`src/rtl/alu_pkg.sv`:
```
// Shared definitions for the operand-register/ALU datapath: opcodes, flag bit
// positions and multiply FSM state encodings.
package alu_pkg;

    typedef enum logic [2:0] {
        ALU_ADD   = 3'd0,
        ALU_SUB   = 3'd1,
        ALU_AND   = 3'd2,
        ALU_OR    = 3'd3,
        ALU_XOR   = 3'd4,
        ALU_CMP   = 3'd5,
        ALU_MUL   = 3'd6,
        ALU_PASSA = 3'd7
    } alu_op_t;

    localparam int FLG_Z = 0;
    localparam int FLG_C = 1;
    localparam int FLG_V = 2;
    localparam int FLG_N = 3;

    localparam logic [1:0] ST_IDLE = 2'd0;
    localparam logic [1:0] ST_RUN  = 2'd1;
    localparam logic [1:0] ST_DONE = 2'd2;

endpackage

```
`src/rtl/alu_core.sv`:
```
// Combinational single-cycle ALU: ADD/SUB/CMP/logic/PASSA with {N,V,C,Z} and
// unsigned greater-than. MUL is handled by the sequential datapath in the top.
module alu_core
    import alu_pkg::*;
#(
    parameter int WIDTH = 8
) (
    input  logic [WIDTH-1:0] a,
    input  logic [WIDTH-1:0] b,
    input  alu_op_t          op,
    output logic [WIDTH-1:0] res,
    output logic [3:0]       flags,
    output logic             gt
);

    logic [WIDTH:0] sum;
    logic [WIDTH:0] diff;
    logic           carry;
    logic           ovf;

    assign sum  = {1'b0, a} + {1'b0, b};
    assign diff = {1'b0, a} - {1'b0, b};

    // Carry on subtraction means "no borrow", i.e. a >= b unsigned.
    always_comb begin
        res   = '0;
        carry = 1'b0;
        ovf   = 1'b0;
        case (op)
            ALU_ADD: begin
                res   = sum[WIDTH-1:0];
                carry = sum[WIDTH];
                ovf   = (a[WIDTH-1] == b[WIDTH-1]) && (sum[WIDTH-1] != a[WIDTH-1]);
            end
            ALU_SUB, ALU_CMP: begin
                res   = diff[WIDTH-1:0];
                carry = ~diff[WIDTH];
                ovf   = (a[WIDTH-1] != b[WIDTH-1]) && (diff[WIDTH-1] != a[WIDTH-1]);
            end
            ALU_AND:   res = a & b;
            ALU_OR:    res = a | b;
            ALU_XOR:   res = a ^ b;
            ALU_PASSA: res = a;
            default:   res = '0;
        endcase
    end

    always_comb begin
        flags        = '0;
        flags[FLG_Z] = (res == '0);
        flags[FLG_C] = carry;
        flags[FLG_V] = ovf;
        flags[FLG_N] = res[WIDTH-1];
    end

    assign gt = (a > b);

endmodule

```
`src/rtl/alu_reg_file.sv`:
```
// Operand register file, bus interface, registered ALU results/flags and an
// iterative shift-add multiplier for the bus-based CPU.
module alu_reg_file
    import alu_pkg::*;
#(
    parameter  int WIDTH = 8,
    parameter  int NREGS = 4,
    localparam int SELW  = $clog2(NREGS)
) (
    input  logic             clk,
    input  logic             clr_n,
    input  logic [WIDTH-1:0] bus_in,
    output logic [WIDTH-1:0] bus_out,
    output logic             bus_oe,
    input  logic             ld,
    input  logic [SELW-1:0]  ld_sel,
    input  logic             er,
    input  logic [SELW-1:0]  er_sel,
    input  logic [SELW-1:0]  a_sel,
    input  logic [SELW-1:0]  b_sel,
    input  logic [2:0]       op,
    input  logic             go,
    input  logic             ev,
    output logic             busy,
    output logic             done,
    output logic [3:0]       flags,
    output logic             gt,
    output logic             bus_err
);

    localparam int CW = $clog2(WIDTH + 1);

    logic [1:0]         rst_sync;
    logic               rst_n;
    logic [WIDTH-1:0]   regs [NREGS];
    logic [WIDTH-1:0]   result;
    logic [1:0]         state;
    logic [CW-1:0]      cnt;
    logic [2*WIDTH-1:0] acc;
    logic [2*WIDTH-1:0] mcand;
    logic [WIDTH-1:0]   mplier;
    logic               mul_c;
    alu_op_t            op_e;
    logic [WIDTH-1:0]   a_val;
    logic [WIDTH-1:0]   b_val;
    logic [WIDTH-1:0]   core_res;
    logic [3:0]         core_flags;
    logic               core_gt;

    // Reset asserts immediately but releases on a clock edge.
    always_ff @(posedge clk or negedge clr_n) begin
        if (!clr_n) rst_sync <= 2'b00;
        else        rst_sync <= {rst_sync[0], 1'b1};
    end
    assign rst_n = rst_sync[1];

    assign op_e  = alu_op_t'(op);
    assign a_val = regs[a_sel];
    assign b_val = regs[b_sel];
    assign mul_c = |acc[2*WIDTH-1:WIDTH];
    assign busy  = (state == ST_RUN);

    alu_core #(.WIDTH(WIDTH)) u_core (
        .a     (a_val),
        .b     (b_val),
        .op    (op_e),
        .res   (core_res),
        .flags (core_flags),
        .gt    (core_gt)
    );

    always_ff @(posedge clk or negedge rst_n) begin
        if (!rst_n) begin
            for (int i = 0; i < NREGS; i++) regs[i] <= '0;
        end else if (ld) begin
            regs[ld_sel] <= bus_in;
        end
    end

    // Result register has priority when both drivers are requested.
    always_comb begin
        bus_out = '0;
        if (ev)      bus_out = result;
        else if (er) bus_out = regs[er_sel];
    end
    assign bus_oe = er | ev;

    always_ff @(posedge clk or negedge rst_n) begin
        if (!rst_n) bus_err <= 1'b0;
        else        bus_err <= er & ev;
    end

    always_ff @(posedge clk or negedge rst_n) begin
        if (!rst_n) begin
            state  <= ST_IDLE;
            cnt    <= '0;
            acc    <= '0;
            mcand  <= '0;
            mplier <= '0;
            result <= '0;
            flags  <= '0;
            gt     <= 1'b0;
            done   <= 1'b0;
        end else begin
            done <= 1'b0;
            case (state)
                ST_IDLE: begin
                    if (go) begin
                        if (op_e == ALU_MUL) begin
                            state  <= ST_RUN;
                            cnt    <= CW'(WIDTH);
                            acc    <= '0;
                            mcand  <= {{WIDTH{1'b0}}, a_val};
                            mplier <= b_val;
                        end else begin
                            if (op_e != ALU_CMP) result <= core_res;
                            if (op_e == ALU_SUB || op_e == ALU_CMP) gt <= core_gt;
                            flags <= core_flags;
                            done  <= 1'b1;
                        end
                    end
                end
                ST_RUN: begin
                    if (mplier[0]) acc <= acc + mcand;
                    mcand  <= mcand << 1;
                    mplier <= mplier >> 1;
                    cnt    <= cnt - CW'(1);
                    if (cnt == CW'(1)) state <= ST_DONE;
                end
                ST_DONE: begin
                    result       <= acc[WIDTH-1:0];
                    flags[FLG_Z] <= (acc[WIDTH-1:0] == '0);
                    flags[FLG_C] <= mul_c;
                    flags[FLG_V] <= mul_c;
                    flags[FLG_N] <= acc[WIDTH-1];
                    done         <= 1'b1;
                    state        <= ST_IDLE;
                end
                default: state <= ST_IDLE;
            endcase
        end
    end

endmodule

```
`config.mk`:
```
export PLATFORM = sky130hd
export DESIGN_NAME = alu_reg_file
export DESIGN_NICKNAME = d
export VERILOG_FILES = /design/src/rtl/alu_pkg.sv /design/src/rtl/alu_core.sv /design/src/rtl/alu_reg_file.sv
export SDC_FILE = /design/constraint.sdc
export NUM_CORES = 1
export LEC_CHECK = 0
export ABC_CLOCK_PERIOD_IN_PS = 3000
export CAP_MARGIN = 20
export CELL_PAD_IN_SITES_DETAIL_PLACEMENT = 1
export CELL_PAD_IN_SITES_GLOBAL_PLACEMENT = 1
export CORE_MARGIN = 2
export CORE_UTILIZATION = 41
export DETAILED_ROUTE_END_ITERATION = 8
export PLACE_DENSITY = 0.75
export SLEW_MARGIN = 40
export SYNTH_ARGS = -nofsm -noshare
export SYNTH_HDL_FRONTEND = slang
export SYNTH_HIERARCHICAL = 1
export SYNTH_SLANG_ARGS = --single-unit
```
`constraint.sdc`:
```
create_clock -name clk -period 3 [get_ports clk]
set_clock_uncertainty 0.2 [all_clocks]
set_input_delay 0.9 -clock clk [delete_from_list [all_inputs] [get_ports clk]]
set_output_delay 0.9 -clock clk [all_outputs]
set_load 0.1 [all_outputs]
```
Word level (Yosys, flattened, before mapping):

Index checks and enable logic that the tools add are counted.

* bits in registers: 95
* input bits: 25
* output and inout bits: 17
* word-level logic and storage cells: 119

* add/sub/neg operators: 4
* magnitude comparators: 6
* equal/unequal tests: 21
* multiplexer cells: 44
* bitwise logic cells: 11
* reduce and logical (&&, ||, !) cells: 18

Operator list (number)
* two-way mux 8 bit: 14
* two-way mux 16 bit: 5
* case mux 16 bit (2 select lines): 2
* binary-select mux 8 bit (select 2 bit): 3
* case mux 8 bit (6 select lines): 1
* bitwise mux 32 bit: 1
* case mux 8 bit (2 select lines): 2
* adder 16 bit: 1
* demux 8 bit (select 2 bit): 1
* logical NOT 8 bit: 2
* two-way mux 4 bit: 4
* case mux 4 bit (2 select lines): 2
* equality test 3 bit, second input constant: 4
* >= comparator 3 bit, second input constant: 4
* inverter 2 -> 3 bit: 4
* AND reduction 4 bit: 3
* adder 8 x 8 -> 9 bit: 1
* AND reduction 3 bit: 3
* subtractor 8 x 8 -> 9 bit: 1
* bitwise AND 8 bit: 1
* greater-than comparator 8 bit: 1
* != test 2 bit, second input constant: 4
* OR 8 bit: 1
* OR reduction 8 bit: 1
* other kinds (25): 38

Longest topological paths before layout:

Gate-level depths: netlist of the first run.

* depth in word-level cells: 11
* mapped depth: 14
* mapped depth without buffers: 12

By module:

The synthesis of the first run kept the hierarchy.

By module, submodules not included
* alu_reg_file: instances 1, cells an instance 468, area an instance 5366.4 um^2, seq. area each 2377.3 um^2
* alu_core: instances 1, cells an instance 181, area an instance 1355.0 um^2, seq. area each 0.0 um^2

Worst setup path after synthesis of the first run:

No wires, ideal clock.

* path type: input port to flip-flop
* start: input port b_sel[0]
* end: register flags[0]
* setup time: 0.083 ns
* arrival: 3.760 ns
* data required time: 2.717 ns
* slack: -1.043 ns
* cell stages on the path: 12
* path through: buf_2 mux4_2 ha_1 fa_1 o21bai_1 a21oi_1 a221oi_1 nand2_1 or4b_1 nor4_2 a21oi_1 o21ai_0

* cells in the longest elaborated chain, start to end: 10

RTL lines
* from (decl): line alu_reg_file.sv:20 `input logic [SELW-1:0] b_sel,`
* inverter 2 -> 3 bit (not written as such) (*): line alu_reg_file.sv:59 `assign b_val = regs[b_sel];`
* binary-select mux 8 bit (select 2 bit) (*): line alu_reg_file.sv:59
* two-way mux 8 bit (not written as such) (*) (2 in a row): line alu_reg_file.sv:59
* via b_val[0]: line alu_reg_file.sv:45 `logic [WIDTH-1:0] b_val;`
* subtractor 8 x 8 -> 9 bit / adder 8 x 8 -> 9 bit (equally long branches): line alu_core.sv:22, alu_core.sv:21
* case mux 8 bit (6 select lines) (*): line alu_core.sv:29 `case (op)`
* via core_res[4]: line alu_reg_file.sv:46 `logic [WIDTH-1:0] core_res;`
* logical NOT 8 bit (*): line alu_core.sv:50 `flags[FLG_Z] = (res == '0);`
* via core_flags[0]: line alu_reg_file.sv:47 `logic [3:0] core_flags;`
* two-way mux 4 bit (*): line alu_reg_file.sv:109 `if (op_e == ALU_MUL) begin`
* two-way mux 4 bit (*): line alu_reg_file.sv:108 `if (go) begin`
* case mux 4 bit (2 select lines) (*): line alu_reg_file.sv:106 `case (state)`
* to (signal assigned): line alu_reg_file.sv:118 `flags <= core_flags;`
* to (signal, indexed assignment): line alu_reg_file.sv:132 `flags[FLG_Z] <= (acc[WIDTH-1:0] == '0);`
* to (signal, indexed assignment): line alu_reg_file.sv:133 `flags[FLG_C] <= mul_c;`
* to (decl): line alu_reg_file.sv:26 `output logic [3:0] flags,`

Mark *: on every way through the listed nets, which the timed path passes. The rest lies on a longest branch. The select of a mux whose other input is x is not followed.
A chain may end at the register's enable or synchronous reset.

Worst setup path after layout of the first run:

Ends and elaborated chain as after synthesis.

==> impl_metrics.yaml, run 1 <==
synth:
  post_synth_num_cell_types: 88
  yosys_register_bits: 95
  synth_enable_flop_cells: 0
  syn_area_um2: 6721
  ys_seq_area_share_pct: 35.37
  synth-main-ff-cell: "dfrtp_1"
  postSynthCellCount: 649
  synth_async_sr_flop_share_pct: 100.0
  yosys_warnings: 6
  synthTopCellsByArea: "dfrtp_1 (35%), mux4_2 (8.0%), ha_1 (7.8%)"
  netlist.area_leader.share_pct: 35.37
  yosys.area.top_type: "dfrtp_1"
  syn-num-nets: 719
  synthesis.area_per_instance_um2: 10.36
clocking:
  cts.path.max_buffers: 2
  cts_root_buf: "clkbuf_16"
  holdBufCountCts: 0
  tritoncts: "yes"
  clock_insertion_delay_at_the_later_pin_of_the_skew_report_ns: 0.35
  htree_num_levels: 3
  clkSlewWorstSetupHoldPaths_ns: 0.07
  clkSinkCount: 95
  cts_inserted_buffers: 9
sta:
  worst_slew_pin_slew_ns: 0.7392
  final-setup-viol-count: 20
  min_period_over_period_pct: 125.4
  whs_ns: 0.1569
  worst_slew_margin_relative_to_its_limit_pct: 50.72
  report.final.hold_viol_count: 0
  timing.final.ws_setup_ns: -0.7630
  grt_setup_unrepaired: "true"
  final_max_slew_viol_count: 0
  final.min_clock_period_ns: 3.763
  max_freq_mhz: 265.7
power:
  pwr_density_cell_nw_per_um2: 888.0
  leakage_nw: 4.134
  ir_drop_mv: 0.4766
routing:
  met1_length_um: 10280
  postRouteWirelength_um: 25530
  initialDrtViolationCount: 494
  drt-pass1-iter-count: 5
  ant_nets: 0
  top_signal_layer_used: "met4"
  route.detailed.drc: 0
  wire_per_inst_um: 24.84
  met2RoutedLength_um: 12660
  dr_total_vias: 6235
  wl_met3_um: 1440
  route.detailed.vias_per_inst: 6.065
grt:
  grt_use_total_pct: 28.00
  number_of_global_route_vias_before_repair: 6630
  globalRouteOverflowTotal: 0
  grt_antenna_before_repair: 0
  global_route_wire_length_before_repair_um: 37690
  grt_start_max_net_pins: 56
placement:
  place.gp.congestion: 0.9026
  dpl_cell_area_um2: 8439
  placed_cells: 988
  io_buffers: 41
  hpwl_um: 17870
critical_path:
  timing.critical_path.cells: "buf_8, buf_6, mux4_2, buf_6, inv_4, ha_4, nor2_4, o31ai_4, a32o_1, or3_4, or4b_4, nor4_4, a21oi_2, o21ai_1"
  worst-r2r-cell-count: 11
  crit_top_cell: "buf_6"
  worst_ep_required_time_ns: 3.08
  endpoint_kind: "register"
  criticalPathCategory: "input port to register"
  critPathMaxStageDelay_ns: 0.61
  worst-endpoint-arrival_ns: 3.85
  timing.critical_path.fanout_max: 5
  critical_path.slowest_cell: "mux4_2"
  critical_path.startpoint_type: "input port"
job:
  drv_cap: 0
die:
  fp.dieH_um: 132.0
  design.core.area_um2: 15940
  horizontal_die_dimension_um: 132.0
  floorplan.die_area_um2: 17430
  rows: 46
  floorplan.initialDensity_pct: 42.16
  floorplan.io_pins: 42
status:
  failed_checks: "negative setup slack"
  status: "complete, but fails checks"
final_layout:
  filler_free_cell_count_of_the_finished_design: 1028
  layout-drive-gt1-share_pct: 43.47
  nNetsFinal: 877
  n_antenna_cell: 0
  flow.area_growth_from_synthesis_pct: 40.12
  design_area_um2: 9418
  final_core_utilization_pct: 59.07
  fill_cells: 1670
min_path:
  kind_of_path_behind_the_tightest_hold_check: "register to register"
  whs_path_depth: 0
[layout by cell type (no fill, tap or decap), drive strengths merged, types with 5 or more instances in the layout]
| cell type | Yosys | final |
|---|---|---|
| nand3b | 6 | 6 |
| clkdlybuf4s50 | 0 | 16 |
| mux4 | 24 | 24 |
| o21ai | 48 | 49 |
| o31ai | 5 | 5 |
| ha | 42 | 42 |
| mux2i | 16 | 16 |
| nand3 | 10 | 10 |
| nor2 | 32 | 32 |
| dfrtp | 95 | 95 |
| buf | 26 | 164 |
| a21oi | 23 | 23 |
| clkbuf | 12 | 12 |
| nand2b | 11 | 11 |
| a21o | 8 | 8 |
| mux2 | 35 | 35 |
| o211ai | 6 | 6 |
| nor3b | 6 | 6 |
| xnor2 | 6 | 6 |
| nor2b | 8 | 8 |
| inv | 34 | 35 |
| a22o | 22 | 22 |
| a22oi | 17 | 17 |
| a221oi | 7 | 7 |
| a211oi | 8 | 8 |
| nor4 | 5 | 5 |
| nor3 | 7 | 7 |
| nand2 | 58 | 58 |
[state kept, by name, summed over array words and instances (netlist names)]
signal / cells
mcand: 16
flags: 4
regs: 32
mplier: 8
cnt: 4
gt: 1
acc: 16
done: 1
rst_sync: 2
state: 2
bus_err: 1
result: 8
[cells by family (layout without fill, tap and decap cells)]
group | after synthesis | in the layout | synth area share (%)
buffers and inverters | 72 | 234 | 5.026
adder cells (fa/ha/maj) | 45 | 45 | 8.712
other | 1 | 1 | 0.05579
flip-flops | 95 | 95 | 35.37
AND/OR/NAND/NOR | 170 | 170 | 13.63
multiplexers | 75 | 75 | 16.29
AO/OA/AOI/OAI | 181 | 182 | 19.62
XOR/XNOR | 10 | 10 | 1.303
[what timing repair did]
item / in CTS / in global routing
cloned: 0 / 1
setup buffers: 15 / 12
setup endpoints to repair: 28 / 25
resized for setup: 83 / 49
hold endpoints to repair: 0 / 0
pin swaps: 28 / 34
[final cells by class]
class / count / area [um2] / area share (%)
repair buffers: 184 / 1724 / 18.31
clock inverters: 4 / 53.80 / 0.5713
flip-flops and latches: 95 / 2381 / 25.28
multi-input cells: 483 / 4612 / 48.97
well taps: 216 / 270.3 / 2.870
inverters: 34 / 130.1 / 1.382
clock buffers: 12 / 246.5 / 2.617
[through the flow]
| step | setup TNS (ns) | total power, mW | setup slack [ns] |
|---|---|---|---|
| 2_1_floorplan | -4.012 | 4.778 | -0.8352 |
| 3_3_place_gp | -25.79 | 6.137 | -1.537 |
| 3_5_place_dp | -30.58 | 6.359 | -1.654 |
| 4_1_cts | -6.029 | 7.949 | -0.7584 |
| 5_1_grt | -7.111 | 8.774 | -0.8330 |
| 6_report | -6.209 | 8.363 | -0.7630 |
[routing by layer]
layer  up-vias  global-route usage, %
li1       2737                      -
met1      3216                  34.69
met2       209                  46.96
met3        73                  5.767
met4         0                  13.04
met5         -                      0
[cell usage after synthesis (3+ instances only)]
master / number
xnor2_1: 6
dfrtp_1: 95
a21oi_1: 22
and3_1: 3
o211ai_1: 6
nand3_1: 10
a22oi_1: 17
or4_1: 3
mux2_2: 35
buf_4: 8
nor2_1: 30
nor3_1: 7
o31ai_1: 5
o21ai_0: 43
a21o_1: 6
fa_1: 3
xor2_1: 4
mux4_2: 24
o21a_1: 3
nand2_1: 57
buf_1: 4
nor4_1: 4
a32o_1: 3
o22ai_1: 4
a221oi_1: 6
a211oi_1: 7
nor2b_1: 6
or2_2: 3
and2_1: 4
buf_6: 3
mux2i_1: 16
inv_1: 33
nand3b_1: 6
ha_1: 42
nand2b_1: 10
a22o_1: 22
clkbuf_1: 11
nor3b_1: 5
buf_2: 11
[path summary, 6_finish.rpt]
| check | start | slack [ns] | end |
|---|---|---|---|
| max in group asynchronous | rst_sync[1] | 1.63 | flags[1] |
| min | rst_sync[0] | 0.16 | rst_sync[1] |
| max reg2reg | regs[24] | -0.43 | flags[0] |
| min reg2reg | rst_sync[0] | 0.16 | rst_sync[1] |
| max | b_sel[0] | -0.76 | flags[0] |
| min in group asynchronous | rst_sync[1] | 0.18 | cnt[2] |
[worst max-delay path, delay by kind of cell]
kind,cells,cell delay (ns)
fa+ha+maj,1,0.23
mux,1,0.61
simple gates,4,1.15
buf+inv,4,0.43
compound gates,4,0.52
[power by group]
group / switching, mW / internal [mW]
Clock: 0.523 / 0.675
Combinational: 2.82 / 2.22
Sequential: 0.453 / 1.67
No activity file was read; power rests on OpenSTA's default activity.
==> inputs of run 2 (changes only) <==
--- a/config.mk
+++ b/config.mk
@@ -11,9 +11,9 @@
 export CELL_PAD_IN_SITES_GLOBAL_PLACEMENT = 1
 export CORE_MARGIN = 2
 export CORE_UTILIZATION = 41
+export CTS_BUF_LIST = sky130_fd_sc_hd__clkbuf_4 sky130_fd_sc_hd__clkbuf_8
 export DETAILED_ROUTE_END_ITERATION = 8
 export PLACE_DENSITY = 0.75
-export SLEW_MARGIN = 40
 export SYNTH_ARGS = -nofsm -noshare
 export SYNTH_HDL_FRONTEND = slang
 export SYNTH_HIERARCHICAL = 1
==> run 2 against run 1 <==
The flow still finishes with violations (negative setup slack). Fmax is 2.7% higher. Clock power is 21% lower. Wire length is 3.8% lower. Cell count hardly changed. Final area is 1.8% lower. Combinational power is 1% lower. First-iteration DRC count is 16% lower. Worst hold slack better by 0.0059 ns. Core utilization is 1.0 points lower. Largest cell class unchanged. Highest routed layer unchanged.
==> impl_metrics.yaml, run 2 (synthesis gave the netlist of run 1 again) <==
status:
  status: "complete, but fails checks"
  failed_checks: "negative setup slack"
final_layout:
  largest_register_ff_count: 32
  regMostFlops: "regs"
  top_regs: "regs x32, acc x16, mcand x16"
  final_core_utilization_pct: 58.03
  most_common_library_cell_in_the_layout_ignoring_fill_and_taps: "buf_4"
  flow.area_growth_from_synthesis_pct: 37.64
  filler_free_cell_count_of_the_finished_design: 1027
  nNetsFinal: 876
  n_antenna_cell: 0
  mostFrequentLayoutCells: "buf_4 (129), dfrtp_1 (94), nand2_1 (55)"
  layout-drive-gt1-share_pct: 43.53
placement:
  preCtsSetupSlack_ns: -1.654
  io_buffers: 41
  place.gp.congestion: 0.9026
  hpwl_um: 17870
  placed_cells: 988
sta:
  worst_slew_pin_slew_ns: 0.7326
  whs_ns: 0.1628
  max_freq_mhz: 272.8
  timing.final.ws_setup_ns: -0.6653
  min_period_over_period_pct: 122.2
  report.final.hold_viol_count: 0
  final_max_slew_viol_count: 0
  final.min_clock_period_ns: 3.665
  worst_slew_margin_relative_to_its_limit_pct: 51.16
  grt_setup_unrepaired: "true"
  final-setup-viol-count: 20
grt:
  grt_antenna_before_repair: 0
  number_of_global_route_vias_before_repair: 6624
  global_route_wire_length_before_repair_um: 37640
  grt_use_total_pct: 28.03
  globalRouteOverflowTotal: 0
  grt_start_max_net_pins: 56
min_path:
  holdPathEnd: "rst_sync[1]"
  whs_path_depth: 0
  kind_of_path_behind_the_tightest_hold_check: "register to register"
  hold_path_startpoint: "rst_sync[0]"
critical_path:
  timing.rr.end: "flags[0]"
  criticalPathCategory: "input port to register"
  worst_ep_required_time_ns: 3.14
  critical_path.startpoint_type: "input port"
  critPathMaxStageDelay_ns: 0.57
  critical_path.slowest_cell: "mux4_2"
  cp.buffers_inverters: 3
  crit_top_cell: "buf_6"
  worstReg2RegStart: "regs[16]"
  endpoint_kind: "register"
  path_delay_family: "multiplexers"
  worst-r2r-cell-count: 11
  timing.critical_path.fanout_max: 5
  setup.reg_to_reg.worst_slack_ns: -0.45
  timing.critical_path.cells: "buf_8, buf_6, mux4_2, buf_6, fa_2, nor2b_4, xnor2_2, o22ai_1, mux2_4, or4b_4, nor4_4, a21oi_2, o21ai_1"
  path_depth: 13
  worst-endpoint-arrival_ns: 3.80
clocking:
  cts.path.max_buffers: 2
  tritoncts: "yes"
  cts_inserted_buffers: 9
  cts_root_buf: "clkbuf_8"
  clkSinkCount: 95
  clock_insertion_delay_at_the_later_pin_of_the_skew_report_ns: 0.40
  clkSlewWorstSetupHoldPaths_ns: 0.11
  htree_num_levels: 3
  holdBufCountCts: 0
die:
  floorplan.io_pins: 42
  design.core.area_um2: 15940
  floorplan.die_area_um2: 17430
  rows: 46
  horizontal_die_dimension_um: 132.0
  floorplan.initialDensity_pct: 42.16
  fp.dieH_um: 132.0
routing:
  ant_nets: 0
  drt-pass1-iter-count: 4
  route.detailed.drc: 0
  postRouteWirelength_um: 24550
  initialDrtViolationCount: 417
  wire_per_inst_um: 23.90
  route.detailed.vias_per_inst: 5.964
  dr_total_vias: 6125
power:
  pwr_density_cell_nw_per_um2: 867.7
  ir_drop_mv: 0.4238
  leakage_nw: 4.085
job:
  drv_cap: 0
## run 2: routing by layer
layer	GRT usage (%)	up-vias	part of all wire [%]
met1	35.39	3159	42
li1	-	2740	-
met3	5.921	65	4.8
met2	45.43	161	49
met4	14.43	0	4.3
met5	0	-	0
## run 2: timing repair
action / CTS / global route
resized for setup: 78 / 47
gates cloned: 0 / 0
endpoints found under the setup margin: 22 / 32
endpoints found under the hold margin: 0 / 0
buffers inserted: 19 / 11
pin swaps: 29 / 38
## run 2: how the worst max path moves through the flow
stage	startpoint	to	slack [ns]
after floorplan	b_sel[0]	flags[0]	-0.84
after global placement	b_sel[0]	flags[0]	-1.54
after detailed placement	b_sel[0]	flags[0]	-1.65
after CTS	a_sel[0]	flags[0]	-0.70
after global routing	b_sel[0]	flags[0]	-0.72
final	b_sel[0]	flags[0]	-0.67
## run 2: layout make-up
cell class                      count  area (um2)
Tap cell                          216       270.3
Multi-Input combinational cell    482        4558
Fill cell                        1677        6691
Clock inverter                      4       53.80
Inverter                           34       135.1
Sequential cell                    95        2381
Timing Repair Buffer              184        1700
Clock buffer                       12       152.6
## run 2: through the flow
stage	setup TNS, ns	cell area, um2	total power [mW]
detailed placement	-30.58	8439	6.359
CTS	-5.577	9025	7.633
floorplan	-4.012	6998	4.778
global placement	-25.79	8439	6.137
global route	-6.105	9251	8.450
finish	-4.953	9251	8.027
## run 2: power by group
part           switching, mW  internal (mW)  leakage [nW]
combinational           2.77           2.20          2.77
clock                  0.513          0.432         0.105
sequential             0.443           1.67          1.21
